### config.mk
export PLATFORM = sky130hd
export DESIGN_NAME = psum_drain_collector
export DESIGN_NICKNAME = d
export VERILOG_FILES = /design/src/rtl/psum_drain_collector.sv
export SDC_FILE = /design/constraint.sdc
export NUM_CORES = 2
export LEC_CHECK = 0
export BUFFER_PORTS_ARGS = -buffer_cell sky130_fd_sc_hd__buf_2
export CAP_MARGIN = 20
export CORE_ASPECT_RATIO = 0.7
export CORE_MARGIN = 5
export CORE_UTILIZATION = 45
export DETAILED_ROUTE_END_ITERATION = 7
export MAX_ROUTING_LAYER = met4
export SYNTH_ARGS = -nofsm -noshare
export SYNTH_HDL_FRONTEND = slang
export SYNTH_SLANG_ARGS = --single-unit
### constraint.sdc
create_clock -name clk -period 6.7 [get_ports clk]
set_clock_uncertainty 0.1 [all_clocks]
set_input_delay 0 -clock clk [delete_from_list [all_inputs] [get_ports clk]]
set_output_delay 0 -clock clk [all_outputs]
set_load 0.01 [all_outputs]
### src/rtl/psum_drain_collector.sv
// psum_drain_collector
//   Captures the bottom-row psum_out streams of the systolic array, removes
//   the one-cycle-per-column diagonal skew, and queues whole output rows in a
//   row FIFO. The FIFO drains to writeback over a valid/ready handshake.
//
// Ports
//   clk, rst_n      clock, asynchronous active-low reset
//   clear           synchronous flush of all state, including error flags
//   col_valid       per-column sample valid (bit j = column j)
//   col_psum        per-column psum, column j at [j*PSUM_WIDTH +: PSUM_WIDTH]
//   rows_total      rows in the current layer (0 = unbounded)
//   array_hold      asks the array controller to stall process_en
//   out_valid/out_ready/out_data/out_last   row output handshake
//   done            one-cycle pulse after the last row is accepted
//   skew_err        sticky, misaligned wavefront seen
//   overflow_err    sticky, a row was dropped on a full FIFO
module psum_drain_collector #(
    parameter int NUM_COL       = 4,
    parameter int PSUM_WIDTH    = 32,
    parameter int FIFO_DEPTH    = 8,
    parameter int ROW_CNT_WIDTH = 16
) (
    input  logic                           clk,
    input  logic                           rst_n,
    input  logic                           clear,
    input  logic [NUM_COL-1:0]             col_valid,
    input  logic [NUM_COL*PSUM_WIDTH-1:0]  col_psum,
    input  logic [ROW_CNT_WIDTH-1:0]       rows_total,
    output logic                           array_hold,
    output logic                           out_valid,
    input  logic                           out_ready,
    output logic [NUM_COL*PSUM_WIDTH-1:0]  out_data,
    output logic                           out_last,
    output logic                           done,
    output logic                           skew_err,
    output logic                           overflow_err
);

    localparam int PTR_W = (FIFO_DEPTH > 1) ? $clog2(FIFO_DEPTH) : 1;
    localparam int CNT_W = $clog2(FIFO_DEPTH + 1);
    localparam logic [CNT_W-1:0] FULL_LVL = CNT_W'(FIFO_DEPTH);
    // Room kept free for the rows still travelling through the deskew pipe.
    localparam logic [CNT_W-1:0] HOLD_LVL = CNT_W'(FIFO_DEPTH - NUM_COL);

    typedef logic [NUM_COL-1:0][PSUM_WIDTH-1:0] row_t;
    typedef struct packed {
        logic last;
        row_t data;
    } entry_t;

    row_t               in_row;
    row_t               dly_row;
    logic [NUM_COL-1:0] dly_valid;

    assign in_row = col_psum;

    // Deskew: column j is delayed NUM_COL-1-j cycles so all columns of one
    // row line up with the (undelayed) last column.
    for (genvar j = 0; j < NUM_COL; j++) begin : g_col
        localparam int D = NUM_COL - 1 - j;
        if (D == 0) begin : g_nodly
            assign dly_valid[j] = col_valid[j];
            assign dly_row[j]   = in_row[j];
        end else begin : g_dly
            logic [D-1:0]                 vld_pipe;
            logic [D-1:0][PSUM_WIDTH-1:0] dat_pipe;
            always_ff @(posedge clk or negedge rst_n) begin
                if (!rst_n) begin
                    vld_pipe <= '0;
                    dat_pipe <= '0;
                end else if (clear) begin
                    vld_pipe <= '0;
                    dat_pipe <= '0;
                end else begin
                    vld_pipe[0] <= col_valid[j];
                    dat_pipe[0] <= in_row[j];
                    for (int s = 1; s < D; s++) begin
                        vld_pipe[s] <= vld_pipe[s-1];
                        dat_pipe[s] <= dat_pipe[s-1];
                    end
                end
            end
            assign dly_valid[j] = vld_pipe[D-1];
            assign dly_row[j]   = dat_pipe[D-1];
        end
    end

    logic aligned;
    logic misalign;
    assign aligned  = &dly_valid;
    assign misalign = (|dly_valid) && !aligned;

    // Row FIFO
    entry_t                     mem [FIFO_DEPTH];
    logic [PTR_W-1:0]           wr_ptr, rd_ptr;
    logic [CNT_W-1:0]           count;
    logic [ROW_CNT_WIDTH-1:0]   push_idx;
    entry_t                     head;
    logic                       full, pop, do_push, drop, last_tag;

    assign head     = mem[rd_ptr];
    assign full     = (count == FULL_LVL);
    assign pop      = out_valid && out_ready;
    // A full FIFO still accepts a row when the head leaves in the same cycle.
    assign do_push  = aligned && (!full || pop);
    assign drop     = aligned && full && !pop;
    assign last_tag = (rows_total != '0) &&
                      (push_idx == rows_total - ROW_CNT_WIDTH'(1));

    function automatic logic [PTR_W-1:0] ptr_inc(input logic [PTR_W-1:0] p);
        return (p == PTR_W'(FIFO_DEPTH - 1)) ? '0 : p + PTR_W'(1);
    endfunction

    always_ff @(posedge clk or negedge rst_n) begin
        if (!rst_n) begin
            for (int i = 0; i < FIFO_DEPTH; i++) mem[i] <= '0;
            wr_ptr       <= '0;
            rd_ptr       <= '0;
            count        <= '0;
            push_idx     <= '0;
            done         <= 1'b0;
            skew_err     <= 1'b0;
            overflow_err <= 1'b0;
        end else if (clear) begin
            for (int i = 0; i < FIFO_DEPTH; i++) mem[i] <= '0;
            wr_ptr       <= '0;
            rd_ptr       <= '0;
            count        <= '0;
            push_idx     <= '0;
            done         <= 1'b0;
            skew_err     <= 1'b0;
            overflow_err <= 1'b0;
        end else begin
            if (do_push) begin
                mem[wr_ptr] <= '{last: last_tag, data: dly_row};
                wr_ptr      <= ptr_inc(wr_ptr);
                push_idx    <= last_tag ? '0 : push_idx + ROW_CNT_WIDTH'(1);
            end
            if (pop) rd_ptr <= ptr_inc(rd_ptr);
            count <= count + {{(CNT_W-1){1'b0}}, do_push}
                           - {{(CNT_W-1){1'b0}}, pop};
            done  <= pop && head.last;
            if (misalign) skew_err     <= 1'b1;
            if (drop)     overflow_err <= 1'b1;
        end
    end

    assign out_valid  = (count != '0);
    assign out_data   = head.data;
    assign out_last   = head.last;
    assign array_hold = (count >= HOLD_LVL);

endmodule

==> impl_summary.md <==
Yosys
The synthesized netlist net count is 5919. The async set-or-reset flop fraction in the synthesized netlist is 1.00. The area share of fa/ha/maj cells after synthesis is 0.00276. The largest family of logic cells by synthesized area is simple AND/OR/NAND/NOR gates.

The complex-gate fraction of the synthesized area was 0.0956. The multiplexer fraction of the synthesized cell area is 0.128. The cell count after synthesis is 5755. The share of the Yosys chip area taken by registers is 0.552. Summing every instance area after synthesis gives 57100 sq um. The commonest register cell after synthesis is dfrtp_1. The count of warnings emitted by yosys is 0.

The synthesized design contains 1259 register bits. The number of distinct standard cells referenced by the synthesized netlist is 57. The xor/xnor share of the synthesized area is 0.00429. A synthesized cell averages 9.92 sq um.

The number of synthesized flops with an enable pin is 0. The simple-gate portion of the synthesized area is 0.171.

Die
The initial utilization of the core area, before any placement, comes to 0.453. The number of rows in the core area is 109. The die extent in x is 436 um. From bottom edge to top edge, the die measures 308 um.

Pin placement for this block handled 286 I/O pins. The die area is 134000 sq um. The core area is 126000 sq um.

STA
The final setup TNS is 0 ns. For this run, the top clock speed supported by timing is 0.204 GHz. Setup violations remaining at the end of the flow were counted as 0. The final max-slew violation count is 0. Setup repair after global routing left no endpoint under its margin.

The slew at the pin closest to its max-slew limit is 1.16 ns. Once routing completed, OpenROAD measured the worst setup slack at 1.79 ns. The count of final hold-check violations is 0. In the finished design, the share of the clock period the worst path needs comes to 0.733. In this run the tightest slew margin relative to its limit is 0.225. For the finished layout, the period the worst path requires is 4.91 ns.

Clocking
The post-cts repair resize count is 0. The number of buffers between clock root and the deepest sink is 3. The number of levels in the clock H-tree is 4. The number of buffers added by the clock tree synthesis step is 131.

The tree built by TritonCTS fans out to 1259 sinks. The tree is rooted in a clkbuf_16. At the later pin of the worst-skew pair, clock insertion delay measures 0.77 ns. The TritonCTS clock tree is yes. Clock-pin slew was measured on the worst setup and hold paths at 0.06 ns. Once the clock tree was built, the setup fixing pass inserted 0 buffers.

Pwr
The switching power share of the total is 0.247. The static leakage power is 27.6 nW. The net switching component of the power is 4.16 mW.

In this run the power density over the cells is 255 nW/um^2. The share of total power dissipated in combinational logic is 0.088. The clock share of power is 0.450. Cell internal power was estimated by the tool at 12.7 mW. The peak supply drop is 0.222 mV.

The sequential share of power is 0.463.

Placed design
The worst setup slack before clock tree synthesis is 2.32 ns. The cell area after placement is 58900 sq um. The number of port buffers is 285.

The detailed placer's ending HPWL is 85300 um. The weighted congestion at the end of routability-driven global placement is 0.778.

Global route
The sum of overflow across all layers after global routing is 0. The number of antenna violations at the first check in global routing is 6. The number of global-route vias before repair came to 43.9k.

The global-route wire length before repair is 268000 um. Across every metal layer, demand over resource in global routing totals 0.262. The maximum number of pins on one net before global-route repair is 194.

Worst setup path
Along the worst path, the maximum fanout reaches 57. The signal on the critical path passes through inv_1 > ha_1 > nand2_1 > nand2_1 > a31oi_2 > dlygate4sd3_1 > buf_4 > clkinv_1 > nor2_1 > nand3_4 > buf_4 > nand2_1 > a21oi_1. The critical path is of the flop to flop type.

The worst setup path is launched from a flop. Grouping stages by cell kind, the critical path spends the most delay in buffers and inverters. On the worst path, the slowest cell contributes a delay of 0.70 ns.

At the worst endpoint, the arrival time is 5.42 ns. On the critical path, the stage with the largest delay is an instance of clkinv_1. The most frequent cell on the critical path is nand2_1. STA classifies the critical path endpoint as a flop. The number of buffer and inverter stages on the critical path is 5. Data on the critical path is required at its endpoint by 7.21 ns.

Route
Summed over all layers, the routed wires come to 170000 um. The count of nets left with antenna violations once routing finished came out at 0. The mean routed wirelength per cell is 22.0 um. The iteration count of the initial detailed-routing pass is 5. In this run, the number of DRC markers left after iteration 0 of detailed routing was 4021.

The number of remaining DRC errors is 0. The final route contains 42.9k vias. The per-cell via count in the routed design is 5.56.

Layout
In the final design database the tool counted 6115 nets. The final core utilization is 0.526. Compared with the post-synthesis result, the final layout area differs by 16.1%. The total area of multi-input combinational cells is 23000 sq um. The register area is 31500 sq um. Counting the fill cells in the layout gives 11.1k. The layout cell share with drive strength beyond 1 is 0.161. The post-route cell area is 66300 sq um.

Run status
The run finished with clean final reports.

Min path
The class of the worst hold path is input port to flop.

Flow run
Max-cap violations in this run came to 0.
==> cells by family after synthesis <==
logic type	after synthesis
simple gates	2401
flops	1259
compound gates	1076
buf+inv	590
mux	389
xor+xnor	28
fa+ha+maj	12
==> flip-flops by register name (all words and copies together) (netlist names) <==
name	count
skew_err	1
wr_ptr	3
done	1
push_idx	16
count	4
g_col.g_dly.vld_pipe	6
rd_ptr	3
overflow_err	1
mem	1032
dly_row	64
g_col.g_dly.dat_pipe	128
==> cells in the final DEF (no fill, tap or decap), drive strengths merged, types with 6 or more instances in the layout <==
master          n
xor2           15
nor2           35
nand3          12
nor2b         201
xnor2          13
clkinvlp        6
dfrtp        1259
clkbuf        192
nor3           11
bufinv          9
clkinv         22
a21oi        1047
buf           354
nor4            7
mux2          130
inv            13
and3           10
ha             11
dlygate4sd3   288
mux4          258
a2bb2oi         6
nand2        2090
o21ai           7
==> final cells by class <==
| type | instances | area share |
|---|---|---|
| antenna | 3 | 0.000113 |
| clock inverter | 39 | 0.00804 |
| tap | 1665 | 0.0314 |
| multi-input combinational | 3906 | 0.347 |
| sequential | 1259 | 0.475 |
| timing repair buffer | 642 | 0.0781 |
| inverter | 11 | 0.000623 |
| clock buffer | 192 | 0.0593 |
==> worst paths after layout <==
| kind | to | slack (ns) | start | cells past startpoint |
|---|---|---|---|---|
| min | mem[1000]$_DFFE_PN0P_ | 0.06 | col_psum[97] | 4 |
| min in group asynchronous | mem[872]$_DFFE_PN0P_ | 0.40 | rst_n | 4 |
| max | mem[176]$_DFFE_PN0P_ | 1.79 | count[2]$_DFF_PN0_ | 13 |
| max reg2reg | mem[176]$_DFFE_PN0P_ | 1.79 | count[2]$_DFF_PN0_ | 13 |
| min reg2reg | g_col[1].g_dly.vld_pipe[1]$_DFF_PN0_ | 0.36 | g_col[1].g_dly.vld_pipe[0]$_DFF_PN0_ | 1 |
| max in group asynchronous | mem[689]$_DFFE_PN0P_ | 4.77 | rst_n | 5 |
==> worst register-to-register path, delay by kind of cell (launching register included) <==
kind	cells	cell delay (ns)
AO/OA/AOI/OAI	2	0.29
adder cells (fa/ha/maj)	1	0.22
buffers and inverters	5	2.20
flip-flops	1	0.32
AND/OR/NAND/NOR	5	1.61
==> metal layers <==
metal,wire length [um],vias up,GRT usage,share of wire
met4,3680,0,0.0676,0.022
met5,0,-,-,0
met3,10400,213,0.0391,0.061
met2,81500,1385,0.413,0.48
met1,74400,21900,0.362,0.44
li1,-,19400,-,-
==> metrics by stage <==
stage	hold slack, ns	power (mW)	std cells
after floorplan	-0.396	8.83	5755
after global placement	-0.0301	9.31	7193
after detailed placement	-0.0318	9.32	7193
after CTS	0.000655	17.1	7713
after global routing	0.0343	17.5	7715
final	0.0586	16.9	7717
==> cells in the mapped netlist, drive strengths merged (3+ instances only) <==
| master | number | area [sq um] |
|---|---|---|
| clkbuf | 392 | 1470 |
| nor2b | 201 | 1260 |
| or3 | 5 | 31.3 |
| and3 | 10 | 62.6 |
| xor2 | 15 | 131 |
| or4 | 5 | 41.3 |
| nor2 | 35 | 131 |
| a21oi | 1047 | 5240 |
| nand2 | 2090 | 7850 |
| nor4 | 7 | 65.1 |
| mux2 | 130 | 1460 |
| o21ai | 7 | 38.8 |
| nand3b | 4 | 30.0 |
| ha | 11 | 138 |
| buf | 187 | 1190 |
| nand4 | 5 | 31.3 |
| xnor2 | 13 | 114 |
| nor4b | 5 | 58.8 |
| inv | 10 | 37.5 |
| mux4 | 258 | 5810 |
| dfrtp | 1259 | 31500 |
| nand3 | 12 | 60.1 |
| nor3 | 11 | 55.1 |
| nor3b | 3 | 22.5 |
| a2bb2oi | 6 | 52.6 |
==> power groups by stage <==
stage          clock, mW  sequential (mW)  combinational (mW)
5_1_grt             8.07             7.82                1.62
3_5_place_dp           0             7.95                1.37
3_3_place_gp           0             7.95                1.37
2_1_floorplan          0             7.82                1.01
4_1_cts             7.75             7.81                1.51
6_report            7.59             7.81                1.48
==> repair_timing <==
item / 4_1_cts / 5_1_grt
hold buffers: 289 / 0
hold endpoints to repair: 1187 / 0
endpoints found under the setup margin: 0 / 0
Power figures use the tool's default switching activity.
